--- src/rtl/pipe_pkg.sv ---
// Shared pipeline definitions: handshake bundle, reset/flush enables and
// the stage payload structs that callers pack into elastic stages.
package pipe_pkg;

    localparam logic FlushEnable = 1'b1;
    localparam logic RstEnable   = 1'b1;

    typedef struct packed {
        logic valid;
        logic ready;
    } stage_hs_t;

    // Example payload carried by the MEM2->WB stage; packed by the caller.
    typedef struct packed {
        logic [31:0] pc;
        logic [31:0] result;
        logic [4:0]  rd;
        logic        rd_we;
        logic [2:0]  exc_code;
        logic        exc_valid;
    } mem2_wb_t;

endpackage

--- src/rtl/stage_slot.sv ---
// One storage entry of an elastic stage: payload register plus valid bit.
// Clear wins over load; load wins over drop.
module stage_slot
    import pipe_pkg::*;
#(
    parameter int DATA_W         = 128,
    parameter bit CLEAR_ON_FLUSH = 1'b1
) (
    input  logic              clk,
    input  logic              clr_i,
    input  logic              ld_i,
    input  logic              drop_i,
    input  logic [DATA_W-1:0] data_i,
    output logic              vld_o,
    output logic [DATA_W-1:0] data_o
);

    logic              vld_q, vld_d;
    logic [DATA_W-1:0] data_q;

    always_comb begin
        vld_d = vld_q;
        if (clr_i)       vld_d = 1'b0;
        else if (ld_i)   vld_d = 1'b1;
        else if (drop_i) vld_d = 1'b0;
    end

    always_ff @(posedge clk) begin
        vld_q <= vld_d;
    end

    // Payload is only touched by clear when zeroing is requested.
    always_ff @(posedge clk) begin
        if (CLEAR_ON_FLUSH && clr_i)
            data_q <= '0;
        else if (ld_i && !clr_i)
            data_q <= data_i;
    end

    assign vld_o  = vld_q;
    assign data_o = data_q;

endmodule

--- src/rtl/elastic_stage_reg.sv ---
// Reusable pipeline stage register with valid/ready handshake, optional
// 2-entry skid (registered up_ready), synchronous flush and hold.
module elastic_stage_reg
    import pipe_pkg::*;
#(
    parameter int DATA_W         = 128,
    parameter bit SKID           = 1'b1,
    parameter bit CLEAR_ON_FLUSH = 1'b1
) (
    input  logic              clk,
    input  logic              rst,
    input  logic              flush,
    input  logic              hold,
    input  logic              up_valid,
    output logic              up_ready,
    input  logic [DATA_W-1:0] up_data,
    output logic              dn_valid,
    input  logic              dn_ready,
    output logic [DATA_W-1:0] dn_data,
    output logic [1:0]        occupancy
);

    stage_hs_t         up_hs, dn_hs;
    logic              clr, hold_eff;
    logic              up_xfer, dn_xfer;
    logic              base_rdy;
    logic              main_v, main_ld, main_drop;
    logic [DATA_W-1:0] main_din, main_data;
    logic              skid_v;

    assign clr      = (RstEnable & rst) | (FlushEnable & flush);
    assign hold_eff = hold & ~clr;

    assign up_hs.valid = up_valid;
    assign up_hs.ready = base_rdy & ~hold_eff;
    assign dn_hs.valid = main_v & ~hold_eff;
    assign dn_hs.ready = dn_ready;

    // Input offered alongside flush/reset is dropped, a dn transfer still counts.
    assign up_xfer = up_hs.valid & up_hs.ready & ~clr;
    assign dn_xfer = dn_hs.valid & dn_hs.ready;

    stage_slot #(
        .DATA_W        (DATA_W),
        .CLEAR_ON_FLUSH(CLEAR_ON_FLUSH)
    ) u_main (
        .clk   (clk),
        .clr_i (clr),
        .ld_i  (main_ld),
        .drop_i(main_drop),
        .data_i(main_din),
        .vld_o (main_v),
        .data_o(main_data)
    );

    generate
        if (SKID) begin : g_skid
            logic              skid_ld, skid_drop;
            logic [DATA_W-1:0] skid_data;

            // up_ready comes straight from the skid valid flop: no comb path from dn_ready.
            assign base_rdy  = ~skid_v;
            assign skid_ld   = up_xfer & main_v & ~dn_xfer;
            assign skid_drop = dn_xfer & skid_v;
            assign main_ld   = (up_xfer & (~main_v | dn_xfer)) | (dn_xfer & skid_v);
            assign main_din  = skid_v ? skid_data : up_data;
            assign main_drop = dn_xfer;

            stage_slot #(
                .DATA_W        (DATA_W),
                .CLEAR_ON_FLUSH(CLEAR_ON_FLUSH)
            ) u_skid (
                .clk   (clk),
                .clr_i (clr),
                .ld_i  (skid_ld),
                .drop_i(skid_drop),
                .data_i(up_data),
                .vld_o (skid_v),
                .data_o(skid_data)
            );
        end else begin : g_noskid
            assign skid_v    = 1'b0;
            assign base_rdy  = ~main_v | dn_ready;
            assign main_ld   = up_xfer;
            assign main_din  = up_data;
            assign main_drop = dn_xfer;
        end
    endgenerate

    assign up_ready  = up_hs.ready;
    assign dn_valid  = dn_hs.valid;
    assign dn_data   = main_data;
    assign occupancy = {1'b0, main_v} + {1'b0, skid_v};

endmodule
--- config.mk ---
export PLATFORM = sky130hd
export DESIGN_NAME = elastic_stage_reg
export DESIGN_NICKNAME = d
export VERILOG_FILES = /design/src/rtl/pipe_pkg.sv /design/src/rtl/stage_slot.sv /design/src/rtl/elastic_stage_reg.sv
export SDC_FILE = /design/constraint.sdc
export NUM_CORES = 1
export LEC_CHECK = 0
export CAP_MARGIN = 20
export CORE_MARGIN = 5
export CORE_UTILIZATION = 49
export CTS_CLUSTER_DIAMETER = 60
export DETAILED_ROUTE_END_ITERATION = 7
export PLACE_DENSITY_LB_ADDON = 0.1
export SLEW_MARGIN = 10
export SYNTH_ARGS = -nofsm -noshare
export SYNTH_HDL_FRONTEND = slang
export SYNTH_SLANG_ARGS = --single-unit
--- constraint.sdc ---
create_clock -name clk -period 2.3 [get_ports clk]
set_input_delay 0.575 -clock clk [delete_from_list [all_inputs] [get_ports clk]]
set_output_delay 0.575 -clock clk [all_outputs]
set_load 0.02 [all_outputs]
==> reports/results.tsv, run 1 <==
metric	value	unit
buffer depth of the longest clock path	3	
CTS buffer count	28	
H-Tree Depth	1	
largest delay contributor family on the critical path	buffers and inverters	
status	finished, final reports clean	
top cells by count, synth	dfxtp_1, nand2_1, a211oi_1, a21oi_1, mux2i_1	
Via density	5.42	
Final WS setup	0.0946	ns
crit path kind	primary input to output pin	
via count	9158	
iteration count of the initial detailed-routing pass	5	
post-synth top area cell	dfxtp_1	
GRT Util Overall	0.227	
RePlAce Congestion	0.817	
Worst Max-Slew Pin Slew	1.06	ns
die height	157	um
Seq/Total Area, Yosys	0.486	
worst-skew pair later-pin latency	0.53	ns
antenna violations before repair	1	
Slew HR	0.296	
initial core utilization	0.502	
net count after synthesis	1294	
grt ovf	0	
Hold Fails Final Rpt	0	
Hold Crit Class	flip-flop to flip-flop	
Startpoint Class	primary input	
per-cell routed wire length	17.4	um
fmax	0.453	GHz
Synth Area in XOR/XNOR	0	
vias in the first global route	9012	
synthesized area per cell	9.16	um^2
Logic pwr share	0.072	
Worst Hold Slack	0.455	ns
fin nets	1530	
Core Rows	53	
Post-synth top flop	dfxtp_1	
Post-synth EDFFs	0	
endpoints failing setup	0	
clock root cell	clkbuf_16	
Boundary Pins	266	
Tmin final	2.21	ns
fraction of registers with async set or reset after synthesis	0	
Tcrit/Tclk final	0.959	
cell with the most instances after synthesis	dfxtp_1	
DRC	0	
pre-CTS worst setup slack	-0.239	ns
Final Skew	0.0106	ns
P_int	7820	uW
Netlist cell types	28	
CTS tree	done	
global-route wire length before repair	46500	um
worst path arrival time	1.63	ns
PortBufs	265	
Die ar.	24700	um^2
Post-Synth Adder-Cell Area	0.00118	
WL final	29500	um
Largest stage delay, worst path	0.46	ns
core area	21200	um^2
largest net degree at the start of global routing	73	
RSZ-0062 raised after global routing	false	
Pleak	0.00481	uW
Seq pwr share	0.454	
cells along the critical path	clkdlybuf4s50_1 -> nor3b_4 -> nor2_1 -> dlygate4sd2_1	
largest driver fanout on the critical path	2	
Slowest cell on crit path	clkdlybuf4s50_1	
multiplexer area fraction after synthesis	0.121	
Layout area overhead	39.9	%
Post-Place Cell Area	13900	um^2
area share of the largest cell type after synthesis	0.486	
die width	157	um
Net Switching	2140	uW
Post-Syn Area	10600	um^2
Synthesis Warnings	0	
Buf/Inv on CP	2	
design area	14900	um^2
hpwl dp	19000	um
main combinational cell family by area after synthesis	compound AO/OA/AOI/OAI gates	
Final Max Slew Viols	0	
CP Data Required Time	1.73	ns
PwrDens	671	nW/um^2
DRT iter0 DRCs	458	
CTS Sinks	258	
Synth Area in Compound Gates	0.230	
peak supply drop	0.446	mV
Clk pin slew, worst setup/hold paths	0.05	ns
clock share of power	0.474	
share of cells above drive strength 1	0.134	
# hold bufs at CTS	0	
post-synthesis register bit count	258	
ranking of synthesized cells by area	dfxtp_1, mux2i_1, a211oi_1	
Worst setup EP type	output pin	
Synth Instances	1159	
Core Util, Final	0.702	
antenna viol nets, final	0	
switching part of the total power	0.215	
synthesized-area fraction occupied by and/or/nand/nor cells	0.107	
max-cap violations	0	
[timing repair]
action / in CTS / in global routing
hold endpoints to repair: 0 / 0
pin swaps: 1 / 0
gates resized for setup: 5 / 4
buffers inserted: 1 / 0
endpoints found under the setup margin: 4 / 2
[flip-flops by register name, indices dropped and copies added (netlist names)]
signal,count
g_skid.u_skid.data_o,128
u_main.data_o,128
u_main.vld_o,1
g_skid.u_skid.vld_o,1
[worst min-delay path: stages (launching register included)]
cell and delay (ns):
dfxtp_1 0.30, nand2_1 0.05, o21ai_0 0.06
[per-layer routing]
layer	routed length, um	part of all wire	global-route usage	vias up
li1	-	-	-	4573
met1	12700	0.43	0.303	4275
met2	13900	0.47	0.375	265
met3	2160	0.073	0.0478	45
met4	685	0.023	0.0647	0
met5	0	0	0	-
[logic make-up (layout without fill, tap and decap cells)]
group,count (synthesis),in the layout
compound gates,389,389
fa+ha+maj,1,1
buf+inv,116,371
flops,258,258
mux,128,128
other cells,0,1
simple gates,267,267
[placed cells by master, fill, tap and decap left out, drive strengths merged, types with 2 or more instances in the layout]
master and instances:
clkdlybuf4s50 260, clkinvlp 2, bufinv 5, dfxtp 258, a211oi 129, dlygate4sd2 3
clkbuf 38, nor2 5, o21ai 129, inv 2, buf 55, clkinv 5
mux2i 128, nand2 256, a21oi 129
[power by group through the flow]
stage	logic, uW	clock network, uW	registers [uW]
floorplan	239	0	4660
global placement	711	0	4620
detailed placement	716	0	4620
CTS	720	4800	4520
global route	769	4980	4520
finish	717	4720	4520
[cell type report]
class / count / area, um^2
Clock inverter: 12 / 190
Multi-Input combinational cell: 785 / 4910
Timing Repair Buffer: 320 / 3450
Clock buffer: 37 / 786
Antenna cell: 1 / 2.50
Tap cell: 275 / 344
Inverter: 2 / 7.51
Fill cell: 1671 / 6300
Sequential cell: 258 / 5170
[worst paths after layout]
| check | cells after the start | to | from | slack, ns |
|---|---|---|---|---|
| min | 2 | g_skid.u_skid.data_o[17]$_SDFFE_PP0P_ | g_skid.u_skid.data_o[17]$_SDFFE_PP0P_ | 0.45 |
| max | 4 | up_ready | rst | 0.09 |
| max reg2reg | 3 | u_main.data_o[66]$_SDFFE_PP0P_ | g_skid.u_skid.vld_o$_SDFFE_PP0P_ | 0.48 |
| min reg2reg | 2 | g_skid.u_skid.data_o[17]$_SDFFE_PP0P_ | g_skid.u_skid.data_o[17]$_SDFFE_PP0P_ | 0.45 |
[through the flow]
stage	total power, uW	setup TNS [ns]	std cells
global route	10300	0	1690
global placement	5330	-25.51	1639
finish	9960	0	1690
CTS	10000	0	1689
floorplan	4890	0	1159
detailed placement	5340	-31.40	1639
(Power assumes the default switching activity.)
==> inputs of run 2 (changes only) <==
--- a/config.mk
+++ b/config.mk
@@ -7,7 +7,8 @@
 export LEC_CHECK = 0
 export CAP_MARGIN = 20
 export CORE_MARGIN = 5
-export CORE_UTILIZATION = 49
+export CORE_UTILIZATION = 51
+export CTS_BUF_LIST = sky130_fd_sc_hd__clkbuf_4 sky130_fd_sc_hd__clkbuf_8
 export CTS_CLUSTER_DIAMETER = 60
 export DETAILED_ROUTE_END_ITERATION = 7
 export PLACE_DENSITY_LB_ADDON = 0.1
==> reports/results.tsv, run 2 (synthesized netlist as in run 1, its figures left out) <==
metric	value	unit
Storage cell area	5170	um^2
Slowest cell on crit path	clkdlybuf4s50_1	
fill cell count	1545	
reg2reg setup slack	0.40	ns
fmax	0.444	GHz
Post-Place Cell Area	13900	um^2
Via density	5.39	
largest driver fanout on the critical path	3	
iteration count of the initial detailed-routing pass	4	
initial core utilization	0.521	
peak supply drop	0.479	mV
cells along the critical path	clkdlybuf4s50_1 -> nor3b_4 -> buf_6 -> nor2_1 -> buf_4	
Core Util, Final	0.729	
fin nets	1548	
Hold Crit Class	flip-flop to flip-flop	
worst path arrival time	1.68	ns
Tmin final	2.25	ns
DRT iter0 DRCs	421	
design area	14800	um^2
DRC	0	
worst-skew pair later-pin latency	0.53	ns
Hold Crit Depth	2	
multi-input logic area	4910	um^2
CTS tree	done	
CP Data Required Time	1.73	ns
endpoints failing setup	0	
crit path kind	primary input to output pin	
Final Skew	0.00965	ns
PwrDens	641	nW/um^2
grt ovf	0	
core area	20400	um^2
vias in the first global route	8836	
Worst Hold Slack	0.456	ns
Hold EP	g_skid.u_skid.data_o[66]$_SDFFE_PP0P_	
switching part of the total power	0.222	
Buf/Inv on CP	3	
Logic pwr share	0.077	
per-cell routed wire length	17.0	um
Hold Fails Final Rpt	0	
most common cell after layout, fill and taps aside	clkdlybuf4s50_1	
P_int	7400	uW
Tcrit/Tclk final	0.979	
max-cap violations	0	
clock root cell	clkbuf_8	
worst r2r src	g_skid.u_skid.vld_o$_SDFFE_PP0P_	
H-Tree Depth	2	
largest net degree at the start of global routing	77	
CTS buffer count	43	
Net Switching	2110	uW
Layout area overhead	39.7	%
CTS Sinks	258	
hold path startpoint	g_skid.u_skid.data_o[66]$_SDFFE_PP0P_	
die width	154	um
clock share of power	0.447	
Seq pwr share	0.476	
via count	9245	
Startpoint Class	primary input	
antenna viol nets, final	0	
status	finished, final reports clean	
share of cells above drive strength 1	0.156	
WL final	29200	um
RSZ-0062 raised after global routing	false	
Core Rows	52	
die height	154	um
TNS Setup	0	ns
Reg-to-Reg End	u_main.data_o[49]$_SDFFE_PP0P_	
Clk pin slew, worst setup/hold paths	0.06	ns
Pleak	0.00485	uW
GRT Util Overall	0.231	
Largest stage delay, worst path	0.49	ns
RePlAce Congestion	0.779	
global-route wire length before repair	45900	um
Die ar.	23800	um^2
Slew HR	0.601	
buffer depth of the longest clock path	3	
hpwl dp	19400	um
Boundary Pins	266	
R2R depth	6	
largest delay contributor family on the critical path	buffers and inverters	
Worst setup EP type	output pin	
PortBufs	265	
Final Max Slew Viols	0	
antenna violations before repair	1	
Worst Max-Slew Pin Slew	0.598	ns
most frequent cells in the layout	clkdlybuf4s50_1, dfxtp_1, nand2_1, a21oi_1, a211oi_1	
## run 2: timing repair
action / CTS / global route
endpoints found under the hold margin: 0 / 0
setup endpoints to repair: 4 / 2
gates resized for setup: 5 / 5
hold buffers: 0 / 0
setup buffers: 0 / 2
pin swaps: 1 / 0
## run 2: worst max-delay path by stage
stage	startpoint	end	slack [ns]	depth (start not counted)
global placement	flush	g_skid.u_skid.data_o[127]$_SDFFE_PP0P_	-0.18	7
floorplan	g_skid.u_skid.vld_o$_SDFFE_PP0P_	up_ready	0.48	4
global route	flush	up_ready	0.01	5
CTS	hold	up_ready	-0.01	5
finish	flush	up_ready	0.05	5
detailed placement	flush	u_main.data_o[79]$_SDFFE_PP0P_	-0.25	7
## run 2: cell type report
class | instances | share of cell area
Antenna cell | 1 | 0.000169
Clock buffer | 76 | 0.0625
Clock inverter | 1 | 0.000337
Inverter | 2 | 0.000506
Multi-Input combinational cell | 785 | 0.331
Sequential cell | 258 | 0.348
Tap cell | 270 | 0.0228
Timing Repair Buffer | 323 | 0.234
## run 2: power groups by stage
stage	clock, uW	combinational, uW	sequential (uW)
2_1_floorplan	0	239	4660
3_3_place_gp	0	722	4620
3_5_place_dp	0	731	4620
4_1_cts	4340	735	4520
5_1_grt	4560	785	4520
6_report	4250	736	4520
## run 2: metrics by stage
step           worst slack (ns)  instances  power (uW)
5_1_grt                 0.00972       1716        9870
6_report                 0.0494       1716        9510
3_3_place_gp             -0.180       1636        5340
4_1_cts                 -0.0106       1713        9590
3_5_place_dp             -0.246       1636        5350
2_1_floorplan             0.476       1159        4890
## run 2: tightest hold or removal path: cells and delay by family (launching register included)
| family | cells | cell delay (ns) |
|---|---|---|
| flip-flops | 1 | 0.31 |
| AO/OA/AOI/OAI | 1 | 0.06 |
| AND/OR/NAND/NOR | 1 | 0.05 |
## run 2: metal layers
layer,vias up,GRT usage,wire length [um],part of all wire
li1,4615,-,-,-
met1,4333,0.298,12400,0.43
met2,252,0.382,14000,0.48
met3,45,0.0645,2100,0.072
met4,0,0.0660,635,0.022
met5,-,0,0,0
